<file path="config.mk">
export PLATFORM = sky130hd
export DESIGN_NAME = sdram_arbiter_flat
export DESIGN_NICKNAME = d
export VERILOG_FILES = /design/src/rtl/sdram_arb_pkg.sv /design/src/rtl/sdram_arbiter_if.sv /design/src/rtl/sdram_arb_rr_pick.sv /design/src/rtl/sdram_arbiter.sv /design/src/flat_wrapper.sv
export SDC_FILE = /design/constraint.sdc
export NUM_CORES = 1
export LEC_CHECK = 0
export ABC_AREA = 1
export BUFFER_PORTS_ARGS = -buffer_cell sky130_fd_sc_hd__buf_2
export CORE_MARGIN = 5
export CORE_UTILIZATION = 49
export DETAILED_ROUTE_END_ITERATION = 8
export HOLD_SLACK_MARGIN = 0.08
export PLACE_DENSITY = 0.88
export SLEW_MARGIN = 40
export SYNTH_ARGS = -nofsm -noshare
export SYNTH_HDL_FRONTEND = slang
export SYNTH_SLANG_ARGS = --single-unit
export TNS_END_PERCENT = 100
</file>
<file path="constraint.sdc">
create_clock -name clk -period 4.75 [get_ports clk]
set_input_delay 0.95 -clock clk [delete_from_list [all_inputs] [get_ports clk]]
set_output_delay 0.95 -clock clk [all_outputs]
set_load 0.01 [all_outputs]
</file>
<file path="src/rtl/sdram_arb_pkg.sv">
// rtl/sdram_arb_pkg.sv - shared types and encodings for the SDRAM port arbiter
package sdram_arb_pkg;

  typedef enum logic [1:0] {
    IDLE   = 2'd0,
    ISSUE  = 2'd1,
    ACTIVE = 2'd2
  } arb_state_t;

  localparam int   HADDR_WIDTH_DEF = 25;
  localparam logic CMD_RD          = 1'b0;
  localparam logic CMD_WR          = 1'b1;

endpackage

</file>
<file path="src/rtl/sdram_arbiter_if.sv">
// rtl/sdram_arbiter_if.sv - requester-side request/response bundle for sdram_arbiter
interface sdram_arbiter_if
  import sdram_arb_pkg::*;
#(
  parameter int NUM_PORTS   = 4,
  parameter int HADDR_WIDTH = HADDR_WIDTH_DEF
);
  logic [NUM_PORTS-1:0]             req_valid;
  logic [NUM_PORTS-1:0]             req_we;
  logic [NUM_PORTS*HADDR_WIDTH-1:0] req_addr;
  logic [NUM_PORTS*8-1:0]           req_wdata;
  logic [NUM_PORTS-1:0]             req_ready;
  logic [NUM_PORTS-1:0]             rsp_valid;
  logic [7:0]                       rsp_rdata;

  modport master (
    output req_valid, req_we, req_addr, req_wdata,
    input  req_ready, rsp_valid, rsp_rdata
  );

  modport slave (
    input  req_valid, req_we, req_addr, req_wdata,
    output req_ready, rsp_valid, rsp_rdata
  );
endinterface

</file>
<file path="src/rtl/sdram_arb_rr_pick.sv">
// rtl/sdram_arb_rr_pick.sv - combinational round-robin picker, search starts at ptr+1
module sdram_arb_rr_pick #(
  parameter int N  = 4,
  parameter int PW = 2
) (
  input  logic [N-1:0]  req,
  input  logic [PW-1:0] ptr,
  output logic [N-1:0]  gnt,
  output logic [PW-1:0] idx,
  output logic          any
);

  always_comb begin
    gnt = '0;
    idx = '0;
    any = 1'b0;
    for (int i = 1; i <= N; i++) begin
      automatic int p = (int'(ptr) + i) % N;
      if (!any && req[p]) begin
        any    = 1'b1;
        gnt[p] = 1'b1;
        idx    = PW'(p);
      end
    end
  end

endmodule

</file>
<file path="src/rtl/sdram_arbiter.sv">
// rtl/sdram_arbiter.sv - shares one byte-wide SDRAM controller among NUM_PORTS requesters
// Optional SDRAM_ARB_PRIO_EN: port 0 becomes strict high priority over the round-robin ports.
module sdram_arbiter
  import sdram_arb_pkg::*;
#(
  parameter int NUM_PORTS   = 4,
  parameter int HADDR_WIDTH = HADDR_WIDTH_DEF,
  parameter int PTR_WIDTH   = $clog2(NUM_PORTS)
) (
  input  logic                   clk,
  input  logic                   rst_n,
  sdram_arbiter_if.slave         bus,
  output logic [HADDR_WIDTH-1:0] mem_wr_addr,
  output logic [7:0]             mem_wr_data,
  output logic                   mem_wr_enable,
  output logic [HADDR_WIDTH-1:0] mem_rd_addr,
  output logic                   mem_rd_enable,
  input  logic [7:0]             mem_rd_data,
  input  logic                   mem_rd_ready,
  input  logic                   mem_busy
);

  arb_state_t             state_q, state_d;
  logic [PTR_WIDTH-1:0]   ptr_q, ptr_d;
  logic [PTR_WIDTH-1:0]   win_q, win_d;
  logic                   we_q, we_d;
  logic [HADDR_WIDTH-1:0] addr_q, addr_d;
  logic [7:0]             wdata_q, wdata_d;
  logic [7:0]             rdata_q, rdata_d;
  logic [NUM_PORTS-1:0]   ready_q, ready_d;
  logic [NUM_PORTS-1:0]   rsp_q, rsp_d;
  logic                   rd_en_q, rd_en_d;
  logic                   wr_en_q, wr_en_d;

  logic [NUM_PORTS-1:0]   pick_gnt;
  logic [PTR_WIDTH-1:0]   pick_idx;
  logic                   pick_any;
  logic                   pick_move_ptr;

`ifdef SDRAM_ARB_PRIO_EN
  logic [NUM_PORTS-1:0] rr_gnt;
  logic [PTR_WIDTH-1:0] rr_idx;
  logic                 rr_any;

  // Port 0 is excluded from the rotation; it never moves the pointer.
  sdram_arb_rr_pick #(.N(NUM_PORTS), .PW(PTR_WIDTH)) u_pick (
    .req (bus.req_valid & {{(NUM_PORTS-1){1'b1}}, 1'b0}),
    .ptr (ptr_q),
    .gnt (rr_gnt),
    .idx (rr_idx),
    .any (rr_any)
  );

  always_comb begin
    pick_gnt      = rr_gnt;
    pick_idx      = rr_idx;
    pick_any      = rr_any;
    pick_move_ptr = 1'b1;
    if (bus.req_valid[0]) begin
      pick_gnt      = NUM_PORTS'(1);
      pick_idx      = '0;
      pick_any      = 1'b1;
      pick_move_ptr = 1'b0;
    end
  end
`else
  sdram_arb_rr_pick #(.N(NUM_PORTS), .PW(PTR_WIDTH)) u_pick (
    .req (bus.req_valid),
    .ptr (ptr_q),
    .gnt (pick_gnt),
    .idx (pick_idx),
    .any (pick_any)
  );

  assign pick_move_ptr = 1'b1;
`endif

  always_comb begin
    state_d = state_q;
    ptr_d   = ptr_q;
    win_d   = win_q;
    we_d    = we_q;
    addr_d  = addr_q;
    wdata_d = wdata_q;
    rdata_d = rdata_q;
    ready_d = '0;
    rsp_d   = '0;
    rd_en_d = 1'b0;
    wr_en_d = 1'b0;
    case (state_q)
      IDLE: begin
        if (pick_any) begin
          state_d = ISSUE;
          win_d   = pick_idx;
          if (pick_move_ptr) ptr_d = pick_idx;
          we_d    = bus.req_we[pick_idx];
          addr_d  = bus.req_addr[pick_idx*HADDR_WIDTH +: HADDR_WIDTH];
          wdata_d = bus.req_wdata[pick_idx*8 +: 8];
          ready_d = pick_gnt;
          rd_en_d = (bus.req_we[pick_idx] == CMD_RD);
          wr_en_d = (bus.req_we[pick_idx] == CMD_WR);
        end
      end
      ISSUE: begin
        // Enable stays up through refresh; busy is the only acceptance indication.
        if (mem_busy) begin
          state_d = ACTIVE;
        end else begin
          rd_en_d = (we_q == CMD_RD);
          wr_en_d = (we_q == CMD_WR);
        end
      end
      ACTIVE: begin
        if (mem_rd_ready) rdata_d = mem_rd_data;
        if (!mem_busy) begin
          rsp_d[win_q] = 1'b1;
          state_d      = IDLE;
        end
      end
      default: state_d = IDLE;
    endcase
  end

  always_ff @(posedge clk) begin
    if (!rst_n) begin
      state_q <= IDLE;
      ptr_q   <= PTR_WIDTH'(NUM_PORTS - 1);
      win_q   <= '0;
      we_q    <= 1'b0;
      addr_q  <= '0;
      wdata_q <= '0;
      rdata_q <= '0;
      ready_q <= '0;
      rsp_q   <= '0;
      rd_en_q <= 1'b0;
      wr_en_q <= 1'b0;
    end else begin
      state_q <= state_d;
      ptr_q   <= ptr_d;
      win_q   <= win_d;
      we_q    <= we_d;
      addr_q  <= addr_d;
      wdata_q <= wdata_d;
      rdata_q <= rdata_d;
      ready_q <= ready_d;
      rsp_q   <= rsp_d;
      rd_en_q <= rd_en_d;
      wr_en_q <= wr_en_d;
    end
  end

  assign bus.req_ready = ready_q;
  assign bus.rsp_valid = rsp_q;
  assign bus.rsp_rdata = rdata_q;
  assign mem_wr_addr   = addr_q;
  assign mem_rd_addr   = addr_q;
  assign mem_wr_data   = wdata_q;
  assign mem_wr_enable = wr_en_q;
  assign mem_rd_enable = rd_en_q;

endmodule

</file>
<file path="src/flat_wrapper.sv">
// flat-port wrapper written by rule: the top's interface ports become plain ports
module sdram_arbiter_flat import sdram_arb_pkg::*;
#(
  parameter int NUM_PORTS   = 4,
  parameter int HADDR_WIDTH = HADDR_WIDTH_DEF,
  parameter int PTR_WIDTH   = $clog2(NUM_PORTS)
)
  (clk, rst_n, mem_wr_addr, mem_wr_data, mem_wr_enable, mem_rd_addr, mem_rd_enable, mem_rd_data, mem_rd_ready, mem_busy, bus_req_valid, bus_req_we, bus_req_addr, bus_req_wdata, bus_req_ready, bus_rsp_valid, bus_rsp_rdata);
  sdram_arbiter_if #(.NUM_PORTS(NUM_PORTS), .HADDR_WIDTH(HADDR_WIDTH)) bus_i ();
  input  logic clk;
  input  logic rst_n;
  output logic [HADDR_WIDTH-1:0] mem_wr_addr;
  output logic [7:0] mem_wr_data;
  output logic mem_wr_enable;
  output logic [HADDR_WIDTH-1:0] mem_rd_addr;
  output logic mem_rd_enable;
  input  logic [7:0] mem_rd_data;
  input  logic mem_rd_ready;
  input  logic mem_busy;
  input wire logic [$bits(bus_i.req_valid)-1:0] bus_req_valid;
  input wire logic [$bits(bus_i.req_we)-1:0] bus_req_we;
  input wire logic [$bits(bus_i.req_addr)-1:0] bus_req_addr;
  input wire logic [$bits(bus_i.req_wdata)-1:0] bus_req_wdata;
  output wire logic [$bits(bus_i.req_ready)-1:0] bus_req_ready;
  output wire logic [$bits(bus_i.rsp_valid)-1:0] bus_rsp_valid;
  output wire logic [$bits(bus_i.rsp_rdata)-1:0] bus_rsp_rdata;
  assign bus_i.req_valid = bus_req_valid;
  assign bus_i.req_we = bus_req_we;
  assign bus_i.req_addr = bus_req_addr;
  assign bus_i.req_wdata = bus_req_wdata;
  assign bus_req_ready = bus_i.req_ready;
  assign bus_rsp_valid = bus_i.rsp_valid;
  assign bus_rsp_rdata = bus_i.rsp_rdata;
  sdram_arbiter #(.NUM_PORTS(NUM_PORTS), .HADDR_WIDTH(HADDR_WIDTH), .PTR_WIDTH(PTR_WIDTH)) u_core (.clk(clk), .rst_n(rst_n), .bus(bus_i), .mem_wr_addr(mem_wr_addr), .mem_wr_data(mem_wr_data), .mem_wr_enable(mem_wr_enable), .mem_rd_addr(mem_rd_addr), .mem_rd_enable(mem_rd_enable), .mem_rd_data(mem_rd_data), .mem_rd_ready(mem_rd_ready), .mem_busy(mem_busy));
endmodule
</file>
==> metrics.md, run 1 <==
| Metric | Value |
|---|---|
| Slew Limit Headroom | 56.1% |
| Drt drc | 0 |
| Placed instance area | 4950 sq um |
| Post-Synth XOR/XNOR Area | 0% |
| I/O pin count | 228 |
| Clk sinks | 58 |
| Worst setup path start | u_core.ptr_q[0] |
| TritonCTS clock tree | yes |
| Synth Area in Compound Gates | 15.5% |
| Synth cell types | 29 |
| Post-synth ARST share | 0% |
| Root buf cell | clkbuf_8 |
| Chip width | 101 microns |
| Detail Placement HPWL | 9720 microns |
| Die Ht | 101 microns |
| Final instance area | 5120 sq um |
| Fill cells | 775 |
| Antenna violations before repair | 0 |
| Gpl congestion | 0.920 |
| Syn_area_per_cell | 6.26 sq um |
| R2R depth | 14 |
| Worst skew pair latency | 0.33 ns |
| First-pass GRT wire length | 18700 microns |
| FF-to-FF Start | u_core.ptr_q[0] |
| Gr usage total | 23.2% |
| Pre-antenna DRT Iters | 5 |
| Multi-input logic area | 2150 sq um |
| Syn_nets | 802 |
| Commonest non-fill, non-tap cell in the layout | buf_2 |
| Hold slack | 0.459 ns |
| Layout Nets | 984 |
| Finish-stage setup viols | 0 |
| CP Class | reg -> reg |
| Detail Route Antenna Nets | 0 |
| Synth Flop Type | dfxtp_1 |
| Element type at the critical path end | flip-flop |
| Seq cells post-synth | 58 |
| Mapped cell area | 4020 sq um |
| Core ar. | 8090 sq um |
| Final Skew | 0.00373 ns |
| Util after Layout | 63.3% |
| Peak supply drop | 0.000479 V |
| Cell count of the worst hold path | 2 |
| Ant. Diodes | 0 |
| Largest family of logic cells by synthesized area | simple AND/OR/NAND/NOR gates |
| Leakage power | 3.07 nW |
| Sequential area share after synthesis | 28.9% |
| WL per Instance | 13.3 microns |
| Fin crit period | 3.62 ns |
| WP data required | 4.98 ns |
| Vias in the first global route | 4075 |
| Wire length on met3 | 1180 microns |
| Initial detailed-routing violation count | 188 |
| Starting density of the core | 49.7% |
| Share of cells above drive strength 1 | 32.0% |
| Layout area overhead | 27.4% |
| Postcts setup bufs | 0 |
| Mux share of post-synthesis cell area | 0% |
| P per Cell Area | 722 nW/um^2 |
| Slowest-stage cell, CP | dfxtp_1 |
| Final Hold Fails | 0 |
| Period utilization | 76.3% |
| Commonest cells after routing, fill and taps aside | buf_2 (227), nand2_1 (200), inv_1 (87), dfxtp_1 (58), nand3_1 (53) |
| Routed via count | 4580 |
| HP Class | reg -> reg |
| Crit path max fanout | 57 |
| # port buffers | 227 |
| Ys Warns | 0 |
| Max-Cap Viols | 0 |
| Worst-path cell chain | inv_4 > ha_1 > nand3_1 > nand2_4 > inv_2 > nand2_2 > nand3_2 > nand2_4 > buf_4 > o21ai_1 > nand2_1 > nand3_1 > nand2_1 > inv_1 |
| Status | finished, final reports clean |
| H-tree level count | 3 |
| WL met2 | 5790 microns |
| Num CTS Buffers | 9 |
| Highest Signal Layer | met4 |
| Max incr delay on CP | 0.64 ns |
| Number of gates resized after CTS | 0 |
| Vias per cell | 4.90 |
| RSZ-0062 raised after global routing | no |
| EDFF count, synth | 0 |
| CP arrival | 3.85 ns |
| WL final | 12400 microns |
| Simple-gate share of the synthesized area | 35.2% |
| Final count of pins violating max slew | 0 |
| Hold wc startpoint | u_core.bus.rsp_rdata[6] |
| Clk buf depth | 2 |
| Met1 wire length | 5060 microns |
| Pin count of the biggest net entering global routing | 58 |
| Clock transition at path regs | 0.07 ns |
| Peak Freq | 0.276 GHz |
| Slew of the pin with the lowest slew margin | 0.658 ns |
| Post-Syn Instances | 642 |
| CTS hold repair buffers | 0 |
| Adder-Cell Fraction of Synth Area | 2.49% |
| Row count | 33 |
| DIE AREA | 10100 sq um |
| GRT overflow | 0 |
| Setup_tns | 0 ns |
| Sequential cell area | 1160 sq um |
| Worst setup SP type | flip-flop |
[cell type report]
cell class	count	area share, %
clock buffer	11	2.76
clock inverter	5	0.586
inverter	94	6.98
multi-input combinational	432	42.0
sequential	58	22.7
tap	105	2.56
timing repair buffer	229	22.5
[path summary, 6_finish.rpt]
check / to / slack (ns)
min reg2reg: u_core.bus.rsp_rdata[6] / 0.46
max: u_core.mem_rd_addr[16] / 1.13
max reg2reg: u_core.mem_rd_addr[16] / 1.13
min: u_core.bus.rsp_rdata[6] / 0.46
[per-layer routing]
layer / vias up / GRT usage, %
met4: 0 / 8.91
met2: 219 / 38.4
met5: - / 0
met1: 1968 / 29.0
met3: 30 / 5.61
li1: 2363 / -
[per-stage QoR]
step                      total power, W  setup slack, ns  instances
final                            0.00370             1.13        934
after global routing             0.00405            0.811        934
after CTS                        0.00369             1.16        934
after detailed placement         0.00328             1.15        918
after global placement           0.00324             1.16        918
after floorplan                  0.00284             2.31        642
[power by group]
part,switching [W],internal [W]
registers,0.000109,0.000641
logic,0.00172,0.000831
clock network,0.000198,0.000201
[kinds of logic after synthesis]
family | Yosys count
AO/OA/AOI/OAI | 101
adder cells (fa/ha/maj) | 8
flip-flops | 58
buffers and inverters | 152
AND/OR/NAND/NOR | 323
[synth_stat cells (8+ instances only)]
| library cell | n | area share, % |
|---|---|---|
| nand3b_1 | 14 | 2.6 |
| a21oi_1 | 13 | 1.6 |
| o211ai_1 | 21 | 3.9 |
| o21a_1 | 19 | 3.5 |
| inv_1 | 88 | 8.2 |
| o21ai_1 | 15 | 1.9 |
| buf_4 | 30 | 5.6 |
| o21ai_0 | 27 | 3.4 |
| nand3_1 | 53 | 6.6 |
| nand2_1 | 200 | 19 |
| dfxtp_1 | 58 | 29 |
| clkbuf_1 | 14 | 1.3 |
| ha_1 | 8 | 2.5 |
| buf_2 | 9 | 1.1 |
| nor2_1 | 37 | 3.5 |
[registers in the layout, summed over array words and instances, names as in the netlist]
signal,count
u_core.bus.rsp_rdata,8
u_core.bus.rsp_valid,4
u_core.mem_rd_enable,1
u_core.mem_wr_enable,1
u_core.ptr_q,2
u_core.state_q,2
u_core.bus.req_ready,4
u_core.mem_wr_data,8
u_core.we_q,1
u_core.mem_rd_addr,25
u_core.win_q,2
[worst max-delay path, delay by kind of cell, from the launching register on]
kind | cells | cell delay [ns]
adders and majority gates | 1 | 0.38
DFF | 1 | 0.64
AOI/OAI and AO/OA | 1 | 0.14
buffers and inverters | 4 | 0.70
and+or+nand+nor | 8 | 1.64
(Power assumes the default switching activity.)
==> inputs of run 2 (changes only) <==
--- a/config.mk
+++ b/config.mk
@@ -8,10 +8,10 @@
 export ABC_AREA = 1
 export BUFFER_PORTS_ARGS = -buffer_cell sky130_fd_sc_hd__buf_2
 export CORE_MARGIN = 5
-export CORE_UTILIZATION = 49
+export CORE_UTILIZATION = 45
 export DETAILED_ROUTE_END_ITERATION = 8
 export HOLD_SLACK_MARGIN = 0.08
-export PLACE_DENSITY = 0.88
+export PLACE_DENSITY = 0.81
 export SLEW_MARGIN = 40
 export SYNTH_ARGS = -nofsm -noshare
 export SYNTH_HDL_FRONTEND = slang
==> constraint.sdc (replaced) <==
create_clock -name clk -period 3.4 [get_ports clk]
set_input_delay 0.68 -clock clk [delete_from_list [all_inputs] [get_ports clk]]
set_output_delay 0.68 -clock clk [all_outputs]
set_load 0.01 [all_outputs]
==> metrics.md, run 2 (synthesized netlist as in run 1, its figures left out) <==
| Metric | Value |
|---|---|
| Leakage power | 3.11 nW |
| Clk buf depth | 2 |
| Final Hold Fails | 0 |
| Finish-stage setup viols | 0 |
| Number of gates resized after CTS | 0 |
| Status | finished, final reports clean |
| Chip width | 105 microns |
| Period utilization | 84.0% |
| Worst skew pair latency | 0.32 ns |
| Final Skew | 0.00418 ns |
| Die Ht | 105 microns |
| Top delay family on crit path | simple AND/OR/NAND/NOR gates |
| First-pass GRT wire length | 20400 microns |
| Max-Cap Viols | 0 |
| Element type at the critical path end | flip-flop |
| Core ar. | 8720 sq um |
| Gpl congestion | 0.895 |
| Max FFs per register | 25 |
| Crit path max fanout | 20 |
| Antenna violations before repair | 0 |
| # port buffers | 227 |
| Slew Limit Headroom | 53.7% |
| Row count | 34 |
| Sequential cell area | 1160 sq um |
| Peak supply drop | 0.000778 V |
| Detail Placement HPWL | 9930 microns |
| Layout area overhead | 29.1% |
| Share of cells above drive strength 1 | 32.5% |
| H-tree level count | 3 |
| Layout Nets | 990 |
| HP Class | reg -> reg |
| Clk sinks | 58 |
| TritonCTS clock tree | yes |
| Peak Freq | 0.350 GHz |
| Gr usage total | 22.6% |
| CP arrival | 3.11 ns |
| Detail Route Antenna Nets | 0 |
| Drt drc | 0 |
| Multi-input logic area | 2150 sq um |
| WL per Instance | 13.5 microns |
| Routed via count | 4485 |
| I/O pin count | 228 |
| Slew of the pin with the lowest slew margin | 0.693 ns |
| Postcts setup bufs | 0 |
| DIE AREA | 10900 sq um |
| Vias in the first global route | 4269 |
| Pre-antenna DRT Iters | 5 |
| Worst-path cell chain | inv_4 > ha_1 > nand3_1 > nand2_4 > inv_2 > nand2_2 > nand2_1 > nand2_2 > nand2_4 > inv_1 > nand2_1 > a21oi_1 |
| Pre-CTS setup slack | 0.547 ns |
| GRT overflow | 0 |
| Commonest cells after routing, fill and taps aside | buf_2 (227), nand2_1 (200), inv_1 (87), dfxtp_1 (58), nand3_1 (53) |
| Buffers and inverters on the worst path | 3 |
| Num CTS Buffers | 9 |
| Slowest-stage cell, CP | dfxtp_1 |
| Starting density of the core | 46.1% |
| WL final | 12700 microns |
| Final count of pins violating max slew | 0 |
| CTS hold repair buffers | 0 |
| Pin count of the biggest net entering global routing | 62 |
| Fill cells | 854 |
| Setup_tns | 0 ns |
| WP data required | 3.66 ns |
| Max incr delay on CP | 0.63 ns |
| Worst setup SP type | flip-flop |
| Post-route setup slack | 0.544 ns |
| Vias per cell | 4.75 |
| CP Class | reg -> reg |
| Initial detailed-routing violation count | 294 |
| Placed Instances | 927 |
| Clock transition at path regs | 0.07 ns |
| P per Cell Area | 1030 nW/um^2 |
| RSZ-0062 raised after global routing | no |
| Commonest non-fill, non-tap cell in the layout | buf_2 |
| Root buf cell | clkbuf_8 |
| Fin crit period | 2.86 ns |
| Finished Layout Cells | 944 |
-- run 2: changes by cell type in the layout (fill, tap and decap cells not counted), sizes merged --
cell / delta
diode: +1
buf: +6
clkbuf: +1
clkinvlp: -1
-- run 2: final timing paths --
check | from | end | slack (ns) | cells past startpoint
max | u_core.ptr_q[0] | u_core.win_q[0] | 0.54 | 12
min | u_core.bus.rsp_rdata[5] | u_core.bus.rsp_rdata[5] | 0.46 | 2
min reg2reg | u_core.bus.rsp_rdata[5] | u_core.bus.rsp_rdata[5] | 0.46 | 2
max reg2reg | u_core.ptr_q[0] | u_core.win_q[0] | 0.54 | 12
-- run 2: layer usage --
layer  GRT usage, %  wire, microns  vias to the layer above
met5              0              0                        -
met4           8.33            358                        0
met3           6.54           1060                       24
met2           37.7           6140                      188
met1           27.5           5170                     1899
li1               -              -                     2374
-- run 2: worst reg2reg max path, cell delays in order, from the launching register on --
cell and delay, ns:
dfxtp_1 0.63, inv_4 0.12, ha_1 0.39, nand3_1 0.16
nand2_4 0.16, inv_2 0.06, nand2_2 0.11, nand2_1 0.08
nand2_2 0.09, nand2_4 0.08, inv_1 0.52, nand2_1 0.23
a21oi_1 0.17
-- run 2: per-stage QoR --
stage | hold slack (ns) | utilization (%) | area, sq um | total power (W)
2_1_floorplan | 0.442 | - | 4020 | 0.00397
3_3_place_gp | 0.448 | 57.4 | 5010 | 0.00470
3_5_place_dp | 0.455 | 57.4 | 5010 | 0.00475
4_1_cts | 0.466 | 59.5 | 5190 | 0.00534
5_1_grt | 0.475 | 59.5 | 5190 | 0.00589
6_report | 0.460 | 59.5 | 5190 | 0.00533
-- run 2: cell type report --
class	count	area share, %
Clock buffer	12	2.99
Antenna cell	1	0.0482
Sequential cell	58	22.4
Clock inverter	4	0.506
Inverter	94	6.89
Multi-Input combinational cell	432	41.3
Timing Repair Buffer	235	23.3
Tap cell	108	2.60
-- run 2: power by group --
group          internal [W]  switching (W)  total, W
combinational       0.00128        0.00242   0.00370
sequential         0.000895       0.000146   0.00104
clock              0.000303       0.000279  0.000582
total               0.00248        0.00285   0.00533
